### src/rtl/demux_router_if.sv
`default_nettype none
// ============================================================================
//  Module   : demux_router_if
//  Purpose  : Bundles the ingress handshake, the per-channel egress lanes and
//             the status outputs of demux_router. The slave modport is the
//             router's view; the master modport is the producer/consumer view.
//  Revision : 1.0 - initial release
// ============================================================================
interface demux_router_if #(
    parameter int DATA_W = 8,
    parameter int N_OUT  = 8,
    parameter int SEL_W  = 3
);
    // Ingress side: one payload plus its destination channel per transfer.
    logic [DATA_W-1:0]       in;
    logic [SEL_W-1:0]        sel;
    logic                    in_valid;
    logic                    in_ready;

    // Egress side: channel k occupies out[k*DATA_W +: DATA_W].
    logic [N_OUT*DATA_W-1:0] out;
    logic [N_OUT-1:0]        out_valid;
    logic [N_OUT-1:0]        out_ready;

    // Status.
    logic [15:0]             drop_cnt;
    logic                    busy;

    modport slave (
        input  in,
        input  sel,
        input  in_valid,
        output in_ready,
        output out,
        output out_valid,
        input  out_ready,
        output drop_cnt,
        output busy
    );

    modport master (
        output in,
        output sel,
        output in_valid,
        input  in_ready,
        input  out,
        input  out_valid,
        output out_ready,
        input  drop_cnt,
        input  busy
    );
endinterface
`default_nettype wire

### src/rtl/demux_router.sv
`default_nettype none
// ============================================================================
//  Module   : demux_router
//  Purpose  : Single-entry demultiplexer. Each accepted payload is parked in a
//             holding register and presented on exactly one output channel one
//             cycle later. Out-of-range destinations are swallowed and counted.
//  Revision : 1.0 - initial release
// ============================================================================
module demux_router #(
    parameter int DATA_W = 8,
    parameter int N_OUT  = 8,
    parameter int SEL_W  = 3
) (
    input  logic            clk,
    input  logic            rst_n,
    demux_router_if.slave   bus
);

    // Two-state occupancy FSM for the holding register.
    localparam logic [0:0] c_EMPTY = 1'b0;
    localparam logic [0:0] c_FULL  = 1'b1;

    logic [0:0]        r_state;
    logic [0:0]        w_state_nxt;
    logic [DATA_W-1:0] r_data;
    logic [SEL_W-1:0]  r_chan;
    logic [15:0]       r_drop_cnt;

    logic w_held_ready;
    logic w_in_ready;
    logic w_in_xfer;
    logic w_sel_ok;
    logic w_load;
    logic w_drop;
    logic w_drain;

    // Ready of the consumer currently addressed by the holding register.
    // A compare loop keeps the lookup well-defined when 2**SEL_W > N_OUT.
    always_comb begin
        w_held_ready = 1'b0;
        for (int k = 0; k < N_OUT; k++) begin
            if (r_chan == SEL_W'(k)) begin
                w_held_ready = bus.out_ready[k];
            end
        end
    end

    // Accept when empty, or when the held entry leaves this same cycle so the
    // register can be refilled without a bubble. Independent of in_valid/sel.
    assign w_in_ready = (r_state == c_EMPTY) || w_held_ready;
    assign w_in_xfer  = bus.in_valid && w_in_ready;
    assign w_sel_ok   = (32'(bus.sel) < N_OUT);
    assign w_load     = w_in_xfer && w_sel_ok;
    assign w_drop     = w_in_xfer && !w_sel_ok;
    assign w_drain    = (r_state == c_FULL) && w_held_ready;

    // Next-state: a valid load always wins; otherwise a drain empties the
    // register (a simultaneous drop does not refill it).
    always_comb begin
        w_state_nxt = r_state;
        case (r_state)
            c_EMPTY: begin
                if (w_load) begin
                    w_state_nxt = c_FULL;
                end
            end
            c_FULL: begin
                if (w_load) begin
                    w_state_nxt = c_FULL;
                end else if (w_drain) begin
                    w_state_nxt = c_EMPTY;
                end
            end
            default: begin
                w_state_nxt = c_EMPTY;
            end
        endcase
    end

    // FSM state register.
    always_ff @(posedge clk or negedge rst_n) begin
        if (!rst_n) begin
            r_state <= c_EMPTY;
        end else begin
            r_state <= w_state_nxt;
        end
    end

    // Holding register: only a routable payload overwrites it; it is frozen
    // while the addressed consumer stalls because in_ready is then low.
    always_ff @(posedge clk or negedge rst_n) begin
        if (!rst_n) begin
            r_data <= '0;
            r_chan <= '0;
        end else if (w_load) begin
            r_data <= bus.in;
            r_chan <= bus.sel;
        end
    end

    // Saturating counter of discarded out-of-range transfers.
    always_ff @(posedge clk or negedge rst_n) begin
        if (!rst_n) begin
            r_drop_cnt <= '0;
        end else if (w_drop && (r_drop_cnt != 16'hFFFF)) begin
            r_drop_cnt <= r_drop_cnt + 16'd1;
        end
    end

    // Per-channel output lanes: only the held channel carries data and valid,
    // every other lane (and all lanes while empty) is forced to zero.
    generate
        for (genvar k = 0; k < N_OUT; k++) begin : g_lane
            logic w_lane_hit;
            assign w_lane_hit                   = (r_state == c_FULL) && (r_chan == SEL_W'(k));
            assign bus.out_valid[k]             = w_lane_hit;
            assign bus.out[k*DATA_W +: DATA_W]  = w_lane_hit ? r_data : '0;
        end
    endgenerate

    assign bus.in_ready = w_in_ready;
    assign bus.drop_cnt = r_drop_cnt;
    assign bus.busy     = (r_state == c_FULL);

endmodule
`default_nettype wire

### src/flat_wrapper.sv
// flat-port wrapper written by rule: the top's interface ports become plain ports
module demux_router_flat 
#(
    parameter int DATA_W = 8,
    parameter int N_OUT  = 8,
    parameter int SEL_W  = 3
)
  (clk, rst_n, bus_in, bus_sel, bus_in_valid, bus_in_ready, bus_out, bus_out_valid, bus_out_ready, bus_drop_cnt, bus_busy);
  demux_router_if #(.DATA_W(DATA_W), .N_OUT(N_OUT), .SEL_W(SEL_W)) bus_i ();
  input  logic clk;
  input  logic rst_n;
  input wire logic [$bits(bus_i.in)-1:0] bus_in;
  input wire logic [$bits(bus_i.sel)-1:0] bus_sel;
  input wire logic [$bits(bus_i.in_valid)-1:0] bus_in_valid;
  output wire logic [$bits(bus_i.in_ready)-1:0] bus_in_ready;
  output wire logic [$bits(bus_i.out)-1:0] bus_out;
  output wire logic [$bits(bus_i.out_valid)-1:0] bus_out_valid;
  input wire logic [$bits(bus_i.out_ready)-1:0] bus_out_ready;
  output wire logic [$bits(bus_i.drop_cnt)-1:0] bus_drop_cnt;
  output wire logic [$bits(bus_i.busy)-1:0] bus_busy;
  assign bus_i.in = bus_in;
  assign bus_i.sel = bus_sel;
  assign bus_i.in_valid = bus_in_valid;
  assign bus_in_ready = bus_i.in_ready;
  assign bus_out = bus_i.out;
  assign bus_out_valid = bus_i.out_valid;
  assign bus_i.out_ready = bus_out_ready;
  assign bus_drop_cnt = bus_i.drop_cnt;
  assign bus_busy = bus_i.busy;
  demux_router #(.DATA_W(DATA_W), .N_OUT(N_OUT), .SEL_W(SEL_W)) u_core (.clk(clk), .rst_n(rst_n), .bus(bus_i));
endmodule
### config.mk
export PLATFORM = sky130hd
export DESIGN_NAME = demux_router_flat
export DESIGN_NICKNAME = d
export VERILOG_FILES = /design/src/rtl/demux_router_if.sv /design/src/rtl/demux_router.sv /design/src/flat_wrapper.sv
export SDC_FILE = /design/constraint.sdc
export NUM_CORES = 1
export LEC_CHECK = 0
export BUFFER_PORTS_ARGS = -buffer_cell sky130_fd_sc_hd__buf_4
export CAP_MARGIN = 20
export CORE_MARGIN = 8
export CORE_UTILIZATION = 44
export CTS_CLUSTER_SIZE = 10
export DETAILED_ROUTE_END_ITERATION = 8
export PLACE_DENSITY = 0.9
export SKIP_CTS_REPAIR_TIMING = 1
export SLEW_MARGIN = 20
export SYNTH_ARGS = -nofsm -noshare
export SYNTH_HDL_FRONTEND = slang
export SYNTH_SLANG_ARGS = --single-unit
### constraint.sdc
create_clock -name clk -period 4.53 [get_ports clk]
set_input_delay 0.453 -clock clk [delete_from_list [all_inputs] [get_ports clk]]
set_output_delay 0.453 -clock clk [all_outputs]
set_load 0.01 [all_outputs]
==> flow_metrics.py, run 1 <==
metrics = {
    "run_status": {
        "status": "finished, final reports clean",
    },
    "critical_path": {
        "timing.rr.end": "u_core.r_data[7]",
        "end_kind": "output port",
        "reg2reg_slack_ps": 2560,
        "cp.required_ps": 4080,
        "path_cells": "mux2_2 > o22a_1 > o211ai_1 > nand3_1 > buf_4",
        "worstSetupPathType": "reg -> out",
        "critPathLaunchType": "flip-flop",
        "crit_family": "compound AO/OA/AOI/OAI gates",
        "cpPeakStageDelay_ps": 510,
        "r2r_start": "u_core.r_chan[1]",
        "critPathSlowestCell": "dfrtp_1",
        "crit_fanout": 12,
        "crit_buf_inv": 1,
        "rr_worst_depth": 4,
        "cp.arrival_ps": 2020,
    },
    "routing": {
        "dr.pass1.iters": 4,
        "vias_per_cell": 4.988,
        "vias": 1661,
        "ant_nets": 0,
        "drt_iter0_drc": 83,
        "wl_microns": 5441,
        "wl_per_cell_microns": 16.34,
        "drt_drc_violations_left": 0,
    },
    "die": {
        "initial_utilization": 0.4512,
        "die_width_microns": 74.27,
        "dieArea_sq_um": 5516,
        "fp-row-count": 21,
        "core_area_sq_um": 3311,
        "pin_count": 112,
        "die-height_microns": 74.27,
    },
    "finish": {
        "antenna_cells": 0,
        "fin_util": 0.6391,
        "area_growth_pct": 41.62,
        "fillCellCount": 295,
        "final_nets": 310,
        "fin_area_sq_um": 2116,
        "multi_input_area_sq_um": 998.5,
        "final_layout_size_suffix_gt1_frac": 0.3693,
        "regArea_sq_um": 300.3,
    },
    "global_routing": {
        "antenna_found_initial": 0,
        "grt-ovfl-total": 0,
        "track_usage": 0.1876,
        "grt_pass1_wl_microns": 8273,
        "first_global_vias": 1574,
        "grt_max_degree": 18,
    },
    "cts": {
        "clock-root-buffer": "clkbuf_4",
        "clk_path_buf_depth": 2,
        "htree_levels": 1,
        "clkSinkCount": 12,
        "numCtsBuffers": 3,
        "clk_latency_ps": 280,
        "cts_tree": "yes",
        "clkTransAtPathRegs_ps": 70,
    },
    "synth": {
        "avgSynthCellArea_sq_um": 7.217,
        "yosysTopAreaCellShare": 0.2722,
        "yosys.area.top_type": "and2_1",
        "ys_warn_count": 0,
        "netlist_area_sq_um": 1494,
        "synth_xor_area_frac": 0,
        "yosys.area_share.simple": 0.3920,
        "yosysUniqueCellTypes": 24,
        "synthTopCellsByArea": "and2_1, dfrtp_1, buf_4, a21oi_1, nand2_1",
        "synth_compound_area_frac": 0.2085,
        "synthAdderAreaFrac": 0,
        "ys_seq_elements": 12,
        "synth_top_family_by_area": "simple AND/OR/NAND/NOR gates",
        "yosysSeqAreaShare": 0.2010,
        "syn_inst": 207,
        "synthMuxAreaShare": 0.02764,
    },
    "placed_design": {
        "numPortBuffers": 95,
        "placed_area_sq_um": 2069,
        "dp.final_hpwl_microns": 4295,
        "place.gp.congestion": 0.9447,
    },
    "timing": {
        "whs_ps": 488.1,
        "period_minus_slack_ps": 2474,
        "fin_skew_ps": 1.236,
        "finalHoldViolCount": 0,
        "setup_tns_ps": 0,
        "rsz0062_at_grt": "false",
        "max_slew_margin": 0.4078,
        "slew_violations": 0,
        "tightest_slew_ps": 888.3,
        "min_period_over_period": 0.5462,
        "setup_viol": 0,
        "fmax_ghz": 0.4041,
    },
    "power_and_ir_drop": {
        "p_int_mw": 0.5232,
        "peakVddDrop_mv": 0.3100,
        "combPwrFrac": 0.655,
        "power_leakage_nw": 1.120,
        "p_seq_frac": 0.263,
        "sw_frac_of_total": 0.5024,
        "switchingPower_mw": 0.5282,
        "p_clk_frac": 0.082,
        "p_per_area_nw_per_um2": 496.9,
    },
    "hold_path": {
        "hold-path-endpoint": "u_core.bus.busy",
        "holdPathStages": 2,
        "hp-start": "bus_in_valid",
        "hold_path.class": "in -> reg",
    },
    "job": {
        "cap_violations": 0,
    },
}
## how the worst max path moves through the flow
stage,start,cells past startpoint,end
2_1_floorplan,u_core.r_chan[1],5,bus_in_ready
3_3_place_gp,u_core.r_chan[1],5,bus_in_ready
3_5_place_dp,u_core.r_chan[1],5,bus_in_ready
4_1_cts,u_core.r_chan[1],5,bus_in_ready
5_1_grt,u_core.r_chan[1],5,bus_in_ready
6_report,u_core.r_chan[1],5,bus_in_ready
## layout by cell type, fill, tap and decap left out, types with 4 or more instances in the layout
master     n
nand2b_1   4
buf_4     95
a21oi_1   22
conb_1    16
nand2_1   24
o211ai_1  12
a31oi_1   11
dfrtp_1   12
nor2_1     8
and2_1    65
## area by class of cell
type / instances / area share
clock buffers: 4 / 0.01715
multi-input cells: 175 / 0.4719
flip-flops and latches: 12 / 0.1419
well taps: 46 / 0.02720
repair buffers: 96 / 0.3418
## layer usage
layer | vias to the layer above | track usage | routed length, microns
met4 | 0 | 0.05217 | 58
li1 | 819 | - | -
met2 | 99 | 0.3223 | 2571
met5 | - | 0 | 0
met1 | 738 | 0.2206 | 2100
met3 | 5 | 0.05391 | 710
## through the flow
| step | std cells | power [mW] | worst slack, ps |
|---|---|---|---|
| after detailed placement | 328 | 0.9636 | 2396 |
| after CTS | 332 | 1.051 | 2093 |
| after global placement | 328 | 0.9455 | 2436 |
| final | 333 | 1.051 | 2056 |
| after floorplan | 222 | 0.7186 | 2810 |
| after global routing | 333 | 1.139 | 1936 |
## registers in the layout (all words and copies together), names as in the netlist
register,count
u_core.bus.busy,1
u_core.r_chan,3
u_core.r_data,8
## power groups by stage
| stage | sequential [mW] | combinational [mW] | clock (mW) |
|---|---|---|---|
| 6_report | 0.277 | 0.689 | 0.0859 |
| 3_5_place_dp | 0.277 | 0.686 | 0 |
| 4_1_cts | 0.275 | 0.689 | 0.0870 |
| 5_1_grt | 0.292 | 0.756 | 0.0920 |
| 2_1_floorplan | 0.223 | 0.496 | 0 |
| 3_3_place_gp | 0.272 | 0.674 | 0 |
## logic make-up after synthesis
group / after synthesis
DFF: 12
buffers and inverters: 35
other: 1
muxes: 3
AOI/OAI and AO/OA: 50
and+or+nand+nor: 106
## synthesized netlist by cell type (all sizes together)
master / n
a21bo: 1
a21oi: 22
a31o: 1
a31oi: 11
and2: 65
and2b: 1
buf: 29
clkbuf: 6
conb: 1
dfrtp: 12
mux2: 3
nand2: 24
nand2b: 4
nand3: 1
nand4: 1
nor2: 8
o211ai: 12
o221ai: 1
o22a: 1
o22ai: 1
or2: 2
Power figures use the tool's default switching activity.
==> run 2: changes to the inputs <==
- ABC_AREA: default -> 1
- CORE_UTILIZATION: 44 -> 32
- PLACE_DENSITY: 0.9 -> 0.79
- clock period: 4.53 -> 2.05 ns (I/O delays scaled with it)
==> run 2 against run 1 <==
Against the previous run:
- setup slack worse by 1900 ps
- via count down 14%
- sequential power up 74%
- clock power up 120%
- register-to-register slack worse by 2300 ps
- largest power group unchanged
- clock skew up 1.3 ps
- wire length down 19%
- power up 110%
- sequential share of layout area up 2.6 points
==> flow_metrics.py, run 2 <==
metrics = {
    "critical_path": {
        "cp.required_ps": 1850,
        "reg2reg_slack_ps": 270,
        "critPathSlowestCell": "dfrtp_1",
        "critPathLaunchType": "flip-flop",
        "timing.rr.end": "u_core.r_data[4]",
        "rr_worst_depth": 8,
        "path_cells": "inv_2 > nand3_1 > nand4_1 > nor2_1 > nand4_4 > buf_4",
        "end_kind": "output port",
        "worstSetupPathType": "reg -> out",
        "cpPeakStageDelay_ps": 480,
        "crit_fanout": 14,
        "cp.arrival_ps": 1700,
        "r2r_start": "u_core.r_chan[2]",
    },
    "die": {
        "initial_utilization": 0.3356,
        "fp-row-count": 21,
        "core_area_sq_um": 3363,
        "die_width_microns": 75.39,
        "dieArea_sq_um": 5683,
        "pin_count": 112,
        "die-height_microns": 75.39,
    },
    "synth": {
        "ys_warn_count": 0,
        "synthTopCellsByArea": "dfrtp_1, nor2_1, buf_4, nand2_1, inv_1",
        "avgSynthCellArea_sq_um": 5.909,
        "synth_commonest_cells": "nor2_1, nand2_1, buf_4",
        "syn_inst": 191,
        "yosysTopAreaCellShare": 0.2661,
        "yosysSeqAreaShare": 0.2661,
        "synth.most_common_cell": "nor2_1",
        "synth_edf_count": 0,
        "yosys.area.top_type": "dfrtp_1",
        "netlist_area_sq_um": 1129,
        "ys_seq_elements": 12,
        "synth_flop_cell": "dfrtp_1",
        "synthArstFlopShare": 1.000,
        "yosysUniqueCellTypes": 18,
    },
    "finish": {
        "antenna_cells": 0,
        "fillCellCount": 353,
        "regArea_sq_um": 302.8,
        "largest_reg_flops": 8,
        "final_layout_size_suffix_gt1_frac": 0.3913,
        "final_common_cell": "buf_4",
        "area_growth_pct": 59.98,
        "layout_common_cells": "buf_4, nor2_1, nand2_1",
        "multi_input_area_sq_um": 599.3,
        "regMostFlops": "u_core.r_data",
        "fin_util": 0.5368,
        "final_nets": 299,
    },
    "hold_path": {
        "hold-path-endpoint": "u_core.r_data[6]",
        "hold_path.class": "in -> reg",
        "holdPathStages": 3,
        "hp-start": "bus_in[6]",
    },
    "global_routing": {
        "antenna_found_initial": 0,
        "track_usage": 0.1428,
        "grt_pass1_wl_microns": 6423,
        "grt_max_degree": 15,
        "grt-ovfl-total": 0,
        "first_global_vias": 1405,
    },
    "timing": {
        "rsz0062_at_grt": "false",
        "finalHoldViolCount": 0,
        "period_minus_slack_ps": 1903,
        "setup_viol": 0,
        "setup_tns_ps": 0,
        "fin_skew_ps": 2.550,
        "fmax_ghz": 0.5254,
        "min_period_over_period": 0.9285,
        "slew_violations": 0,
    },
    "routing": {
        "ant_nets": 0,
        "drt_drc_violations_left": 0,
        "vias": 1436,
        "vias_per_cell": 4.460,
        "wl_microns": 4403,
        "dr.pass1.iters": 4,
        "drt_iter0_drc": 50,
        "wl_per_cell_microns": 13.67,
    },
    "power_and_ir_drop": {
        "peakVddDrop_mv": 0.5701,
        "power_leakage_nw": 1.089,
        "p_per_area_nw_per_um2": 1206,
        "power_mw": 2.178,
    },
    "cts": {
        "clkTransAtPathRegs_ps": 70,
        "htree_levels": 1,
        "cts_tree": "yes",
        "clock-root-buffer": "clkbuf_4",
        "clk_path_buf_depth": 2,
        "clkSinkCount": 12,
        "numCtsBuffers": 3,
        "clk_latency_ps": 280,
    },
    "placed_design": {
        "place.gp.congestion": 0.8374,
        "numPortBuffers": 95,
        "dp.final_hpwl_microns": 3637,
    },
    "job": {
        "cap_violations": 0,
    },
    "run_status": {
        "status": "finished, final reports clean",
    },
}
[run 2: cell types whose count changed in the layout (fill, tap and decap cells not counted), moves of 3 or more]
cell	previous run	this run
nand3_1	1	14
a21oi_1	22	1
nand2b_1	4	0
inv_2	0	3
inv_1	0	20
o211ai_1	12	0
nand2_1	24	31
a31oi_1	11	0
nand4_1	1	4
and2_1	65	0
nor2_1	8	69
[run 2: where the power goes]
group          switching [mW]  total, mW  internal (mW)
logic                   0.953       1.51          0.553
clock network          0.0811      0.189          0.108
registers               0.126      0.483          0.357
total                    1.16       2.18           1.02
[run 2: through the flow]
stage	area [sq um]	setup WS, ps	std cells	hold WS [ps]
2_1_floorplan	1185	595.5	206	-90.59
3_3_place_gp	1742	309.7	317	47.81
3_5_place_dp	1742	196.7	317	50.34
4_1_cts	1778	27.57	321	-251.2
5_1_grt	1805	8.370	322	164.4
6_report	1805	146.6	322	155.9
[run 2: worst max-delay path, delay by kind of cell, from the launching register on]
kind | cells | cell delay (ps)
AND/OR/NAND/NOR | 4 | 590
buffers and inverters | 2 | 340
flip-flops | 1 | 480
[run 2: logic make-up (layout without fill, tap and decap cells)]
logic type,count (synthesis),after routing,share of synthesized area
flops,12,12,0.2661
other cells,1,16,0.003323
buf+inv,53,123,0.2661
compound gates,1,1,0.004430
simple gates,124,124,0.4601
[run 2: worst max-delay path by stage]
stage	start	endpoint	slack [ps]	cells after the start
global placement	u_core.r_chan[0]	u_core.r_data[1]	310	8
CTS	u_core.r_chan[0]	bus_out[15]	30	5
detailed placement	u_core.r_chan[0]	u_core.r_data[4]	200	8
finish	u_core.r_chan[2]	bus_in_ready	150	6
floorplan	u_core.bus.busy	bus_out[10]	600	5
global route	u_core.r_chan[2]	bus_in_ready	8	6
[run 2: routing by layer]
metal  routed length [microns]  GRT usage
met1                      1548     0.1526
met2                      2075     0.2522
met3                       709    0.05395
met4                        70    0.04691
met5                         0          0
[run 2: layout make-up]
class / instances / area share
Sequential cell: 12 / 0.1677
Multi-Input combinational cell: 141 / 0.3319
Tap cell: 46 / 0.03188
Timing Repair Buffer: 96 / 0.4006
Inverter: 23 / 0.04782
Clock buffer: 4 / 0.02010
==> run 3: changes to the inputs <==
- SETUP_SLACK_MARGIN: default -> 0.2
==> run 3 against run 2 <==
Against the previous run:
- power is 8.3% higher
- clock skew is 1.8 ps lower
- non-clock buffer count is 5 higher
- die area stayed put
- critical path depth stayed put
- sequential share of layout area is 0.38 points lower
- fmax is 3.7% higher
- wire length is 2.1% higher
- setup slack better by 67 ps
- sequential cell count stayed put
- largest power group unchanged
==> flow_metrics.py, run 3 (synthesis results as in run 2) <==
metrics = {
    "critical_path": {
        "end_kind": "output port",
        "crit_family": "simple AND/OR/NAND/NOR gates",
        "cp.arrival_ps": 1630,
        "worstSetupPathType": "reg -> out",
        "path_cells": "nor2_2 > nand2_1 > nor2_1 > nor2_2 > nand4_4 > buf_4",
        "crit_buf_inv": 1,
        "critPathSlowestCell": "dfrtp_2",
        "cpPeakStageDelay_ps": 470,
        "crit_fanout": 11,
        "crit_top_cell": "nor2_2",
        "cp.required_ps": 1850,
        "critPathLaunchType": "flip-flop",
    },
    "placed_design": {
        "place.gp.congestion": 0.8374,
        "dp.cells": 317,
        "numPortBuffers": 95,
        "dp.final_hpwl_microns": 3637,
    },
    "finish": {
        "final_nets": 304,
        "final_layout_size_suffix_gt1_frac": 0.4377,
        "final_common_cell": "buf_4",
        "regMostFlops": "u_core.r_data",
        "fillCellCount": 349,
        "area_growth_pct": 65.08,
        "antenna_cells": 0,
        "largest_reg_flops": 8,
        "layout_common_cells": "buf_4, nor2_1, nand2_1",
        "final_cells": 327,
    },
    "timing": {
        "slew_violations": 0,
        "setup_tns_ps": 0,
        "min_period_over_period": 0.8957,
        "rsz0062_at_grt": "true",
        "finalHoldViolCount": 0,
        "period_minus_slack_ps": 1836,
        "fin_skew_ps": 0.7049,
        "fmax_ghz": 0.5446,
        "setup_viol": 0,
    },
    "routing": {
        "vias_per_cell": 4.391,
        "drt_iter0_drc": 47,
        "vias": 1436,
        "drt_drc_violations_left": 0,
        "dr.pass1.iters": 4,
        "wl_per_cell_microns": 13.75,
        "ant_nets": 0,
        "wl_microns": 4495,
    },
    "die": {
        "initial_utilization": 0.3356,
        "die_width_microns": 75.39,
        "die-height_microns": 75.39,
        "dieArea_sq_um": 5683,
        "pin_count": 112,
        "core_area_sq_um": 3363,
        "fp-row-count": 21,
    },
    "cts": {
        "clock-root-buffer": "clkbuf_4",
        "numCtsBuffers": 3,
        "clk_path_buf_depth": 2,
        "htree_levels": 1,
        "clk_latency_ps": 280,
        "cts_tree": "yes",
        "clkSinkCount": 12,
        "clkTransAtPathRegs_ps": 80,
    },
    "global_routing": {
        "first_global_vias": 1405,
        "track_usage": 0.1428,
        "grt_max_degree": 15,
        "antenna_found_initial": 0,
        "grt_pass1_wl_microns": 6423,
        "grt-ovfl-total": 0,
    },
    "job": {
        "cap_violations": 0,
    },
    "power_and_ir_drop": {
        "p_per_area_nw_per_um2": 1267,
        "peakVddDrop_mv": 0.5600,
        "power_leakage_nw": 1.114,
        "power_mw": 2.360,
    },
    "hold_path": {
        "hold_path.class": "in -> reg",
    },
    "run_status": {
        "status": "finished, final reports clean",
    },
}
[run 3: worst paths after layout]
| check | cells past startpoint | to | slack, ps | from |
|---|---|---|---|---|
| min in group asynchronous | 2 | u_core.bus.busy | 300 | rst_n |
| worst max-delay path | 6 | bus_in_ready | 210 | u_core.r_chan[0] |
| worst min-delay path | 3 | u_core.r_data[6] | 150 | bus_in[6] |
| max in group asynchronous | 2 | u_core.r_chan[2] | 1590 | rst_n |
| worst max register to register | 8 | u_core.r_data[4] | 280 | u_core.r_chan[0] |
| worst min register to register | 2 | u_core.r_data[7] | 470 | u_core.r_data[7] |
[run 3: final cells by class]
cell class                 instances  area, sq um  share of cell area
timing repair buffer             101        760.7              0.4083
multi-input combinational        141        616.8              0.3311
sequential                        12        305.3              0.1639
inverter                          23        86.33             0.04634
tap                               46        57.56             0.03089
clock buffer                       4        36.28             0.01948
[run 3: routing by layer]
metal	GRT usage	part of all wire	vias up
li1	-	-	719
met1	0.1526	0.35	636
met2	0.2522	0.49	77
met3	0.05395	0.15	4
met4	0.04691	0.0069	0
met5	0	0	-
[run 3: worst register-to-register path, cell delays in order, from the launching register on]
cell     delay [ps]
dfrtp_2         470
nor2_2          190
nand2_1         110
nor2_1          180
nor2_2           90
nand4_4         160
nand2_1         270
nand2_1         140
nand2_1          60
[run 3: power breakdown]
group | switching [mW] | internal (mW)
combinational | 0.997 | 0.677
clock | 0.0827 | 0.108
sequential | 0.135 | 0.361
total | 1.21 | 1.15
[run 3: stage by stage]
| stage | util | cell area [sq um] | setup slack, ps | hold slack (ps) |
|---|---|---|---|---|
| floorplan | - | 1185 | 595.5 | -90.59 |
| global placement | 0.5179 | 1742 | 309.7 | 47.81 |
| detailed placement | 0.5179 | 1742 | 196.7 | 50.34 |
| CTS | 0.5286 | 1778 | 27.57 | -251.2 |
| global route | 0.5539 | 1863 | 106.4 | 164.4 |
| finish | 0.5539 | 1863 | 213.8 | 153.6 |
